### src/rtl/data_memory.sv
// Word-addressed DEPTH x 32-bit data memory: combinational read, synchronous write, async clear.
// Optional byte write strobes (port be_i) are enabled by defining DM_BYTE_WE_EN.
module data_memory #(
  parameter  int DEPTH = 64,
  localparam int AW    = $clog2(DEPTH)
) (
  input  logic        clk_i,
  input  logic        rst_ni,
  input  logic [31:0] a_i,
  input  logic [31:0] wd_i,
  input  logic        we_i,
`ifdef DM_BYTE_WE_EN
  input  logic [3:0]  be_i,
`endif
  output logic [31:0] rd_o
);

  logic [31:0]   r_mem [DEPTH];
  logic [AW-1:0] w_idx;
  logic [31:0]   w_wdata;
  logic          w_unused;

`ifdef DM_BYTE_WE_EN
  // Lane-wise merge: strobed bytes come from the new data, the rest keep the stored word.
  function automatic logic [31:0] merge_lanes(input logic [31:0] old_word,
                                              input logic [31:0] new_word,
                                              input logic [3:0]  strobes);
    logic [31:0] result;
    result = old_word;
    for (int k = 0; k < 4; k++) begin
      if (strobes[k]) begin
        result[8*k +: 8] = new_word[8*k +: 8];
      end else begin
        result[8*k +: 8] = old_word[8*k +: 8];
      end
    end
    return result;
  endfunction
`endif

  // Address bits outside the word index are deliberately ignored, so the array aliases.
  assign w_unused = ^{a_i[31:AW+2], a_i[1:0]};

  // Word index decode and write-data formation.
  always_comb begin
    w_idx   = a_i[AW+1:2];
`ifdef DM_BYTE_WE_EN
    w_wdata = merge_lanes(r_mem[w_idx], wd_i, be_i);
`else
    w_wdata = wd_i;
`endif
  end

  // Storage: reset clears every word at once and blocks writes; otherwise write on we_i.
  always_ff @(posedge clk_i or negedge rst_ni) begin
    if (!rst_ni) begin
      for (int i = 0; i < DEPTH; i++) begin
        r_mem[i] <= 32'h0000_0000;
      end
    end else if (we_i) begin
      r_mem[w_idx] <= w_wdata;
    end
  end

  assign rd_o = r_mem[w_idx];

endmodule

### config.mk
export PLATFORM = sky130hd
export DESIGN_NAME = data_memory
export DESIGN_NICKNAME = d
export VERILOG_FILES = /design/src/rtl/data_memory.sv
export SDC_FILE = /design/constraint.sdc
export NUM_CORES = 2
export LEC_CHECK = 0
export CORE_ASPECT_RATIO = 1.75
export CORE_UTILIZATION = 25
export CTS_BUF_LIST = sky130_fd_sc_hd__clkbuf_16
export CTS_CLUSTER_DIAMETER = 60
export CTS_CLUSTER_SIZE = 24
export DETAILED_ROUTE_END_ITERATION = 8
export PLACE_DENSITY_LB_ADDON = 0.1
export SLEW_MARGIN = 20
export SYNTH_ARGS = -nofsm -noshare
export SYNTH_HDL_FRONTEND = slang
export SYNTH_SLANG_ARGS = --single-unit
### constraint.sdc
create_clock -name clk_i -period 4.4 [get_ports clk_i]
set_input_delay 0.66 -clock clk_i [delete_from_list [all_inputs] [get_ports clk_i]]
set_output_delay 0.66 -clock clk_i [all_outputs]
set_load 0.02 [all_outputs]
==> impl_metrics.tcl <==
set metrics [dict create \
    grt_max_degree 131 \
    layout_commonest_cell "mux2_2" \
    synth_top_area_share_pct 55.56 \
    final_util_pct 29.19 \
    ys_async_sr_fraction_pct 100.0 \
    layout-drive-gt1-share_pct 44.72 \
    syn_area_per_cell_um2 13.55 \
    syn_nets 6875 \
    relSlewSlack_pct 29.21 \
    r2r_start "r_mem[1725]" \
    grt_pass1_vias 64460 \
    holdWs_ns 0.1399 \
    cts_sinks 2048 \
    post_drt_via_cell_ratio 5.136 \
    fp.dieArea_mm2 0.3715 \
    num_rows 294 \
    worstSetupPathType "in2out" \
    startpoint_type "input port" \
    gp_congestion 0.7785 \
    clk_path_buf_depth 4 \
    post-place-cells 11550 \
    drt_wl_total_um 396500 \
    clk_latency_ns 0.85 \
    crit_fanout 14 \
    drc 0 \
    critPathArrivalTime_ns 3.68 \
    coreArea_mm2 0.3667 \
    worst_setup_path_end_kind "output port" \
    hold_start "wd_i[14]" \
    antenna_found_initial 22 \
    setup_viol_count_final 0 \
    report.final.slew_viol_count 0 \
    synth_area_leader_cell "dfrtp_1" \
    yosysSeqAreaShare_pct 55.56 \
    post_cts_buffers 0 \
    top_register "r_mem" \
    final_cell_mix "2067 x mux2_2, 2048 x dfrtp_1, 428 x a22oi_1, 423 x buf_4, 273 x a221oi_1" \
    post_drt_wl_per_cell_um 33.55 \
    clockRootBuffer "clkbuf_16" \
    min_path_type "in2reg" \
    maxCapViolCount 0 \
    period_share_pct 98.72 \
    fp.dieH_um 805.5 \
    p_leak_nw 47.97 \
    ys_ff_latch 2048 \
    cts_buffers 147 \
    grt_pass1_wl_um 551000 \
    vdd_drop_max_uv 249.0 \
    grt.total_usage_pct 21.21 \
    min_period_ns 4.344 \
    setup.worst_path.start "a_i[5]" \
    largest_reg_flops 2048 \
    io_pins 99 \
    reg_top3 "r_mem x2048" \
    yosys_warnings 0 \
    ant_nets 0 \
    p_per_area_mw_per_mm2 409.2 \
    synth.area.top_cells "dfrtp_1 56%, mux2_2 25%, a22oi_1 3.5%" \
    firstDrtPassIters 5 \
    path_clk_slew_ns 0.08 \
    tritoncts "built" \
    die_x_um 461.2 \
    mappedNetlistArea_mm2 0.09224 \
    synth-edff-count 0 \
    worst_pin_slew_ns 1.062 \
    port_buffers 72 \
    netlist_instances 6808 \
    stdcell_count 11820 \
    finClkSkew_ns 0 \
    ys.flop_type "dfrtp_1" \
    run_status "complete, no violations" \
    first_iter_violations 3985 \
    cp.required_ns 3.74 \
    yosysUniqueCellTypes 60 \
    fmax_mhz 230.2 \
    num_vias 60700 \
    dp_hpwl_um 252400 \
    initial_core_util_pct 25.15 \
    finalHoldViolations 0 \
    layout.nets 6886 \
    grt_setup_unrepaired "false" \
    syn_to_final_growth_pct 16.05 \
    cts_max_level 4 \
    globalRouteOverflowTotal 0 \
]
-- final timing paths --
| path | slack [ns] | endpoint | cells after the start |
|---|---|---|---|
| setup / recovery | 0.06 | rd_o[5] | 12 |
| hold / removal | 0.14 | r_mem[1390] | 2 |
| setup reg to reg | 3.61 | r_mem[1725] | 1 |
| hold reg to reg | 0.49 | r_mem[1935] | 1 |
| max in group asynchronous | 2.53 | r_mem[686] | 3 |
| min in group asynchronous | 0.28 | r_mem[1063] | 2 |
-- metal layers --
metal  vias to the layer above  global-route usage (%)  share of wire (%)
li1                      25510                       -                  -
met1                     33610                   25.34                 40
met2                      1111                   39.21                 53
met3                       456                   2.015                2.7
met4                         6                   7.183                3.7
met5                         -                       0              0.012
-- through the flow --
stage               area (um2)  setup WS [ns]  setup TNS, ns  total power [mW]
CTS                     107000       0.001080              0             44.48
global route            107000       0.008983              0             45.74
finish                  107000        0.05638              0             43.80
detailed placement      102000        -0.2616        -0.8455             29.15
global placement        102000        -0.3244        -0.8655             28.89
floorplan                92240          1.276              0             26.40
-- cells by family after synthesis --
logic type / Yosys count / share of synthesized area [%]
AO/OA/AOI/OAI: 1404 / 10.80
multiplexers: 2256 / 28.16
AND/OR/NAND/NOR: 341 / 1.800
buffers and inverters: 759 / 3.676
flip-flops: 2048 / 55.56
-- worst max-delay path, stage by stage --
cell	delay [ns]
clkdlybuf4s50_1	0.45
buf_12	0.17
nor3b_2	0.36
buf_6	0.30
buf_4	0.31
nand2_1	0.24
buf_4	0.27
o221ai_1	0.19
nor4_1	0.09
buf_4	0.19
nand3_1	0.19
buf_4	0.19
-- cell usage after synthesis, types with 15 or more instances --
cell type  number
a211oi_1       27
a21oi_1       266
a221oi_1      273
a22o_1         52
a22oi_1       428
buf_1         156
buf_2         247
buf_4          42
clkbuf_1      302
dfrtp_1      2048
mux2_1         15
mux2_2       2067
mux2i_1       111
mux4_2         63
nand2_1       113
nand2b_1       20
nand3_1        25
nor2_1         80
nor4_1         18
o211ai_1       21
o21ai_0       150
o221ai_1       17
o22ai_1        85
-- final cells by class --
type	instances	area, um2
inverter	2	7.507
tap	4884	6111
multi-input combinational	4001	38210
sequential	2048	51250
clock buffer	149	3729
timing repair buffer	619	6518
clock inverter	108	1194
antenna	7	17.52
fill	36930	259700
-- power breakdown --
part | total (mW) | switching, mW | internal, mW
clock | 15.1 | 8.00 | 7.11
combinational | 6.16 | 3.11 | 3.05
sequential | 22.5 | 1.24 | 21.3
-- timing repair --
action | 4_1_cts | 5_1_grt
endpoints found under the setup margin | 7 | 3
hold buffers | 1 | 0
hold endpoints to repair | 50 | 0
gates cloned | 0 | 0
pin swaps | 1 | 0
gates resized for setup | 11 | 6
(Power assumes the default switching activity.)
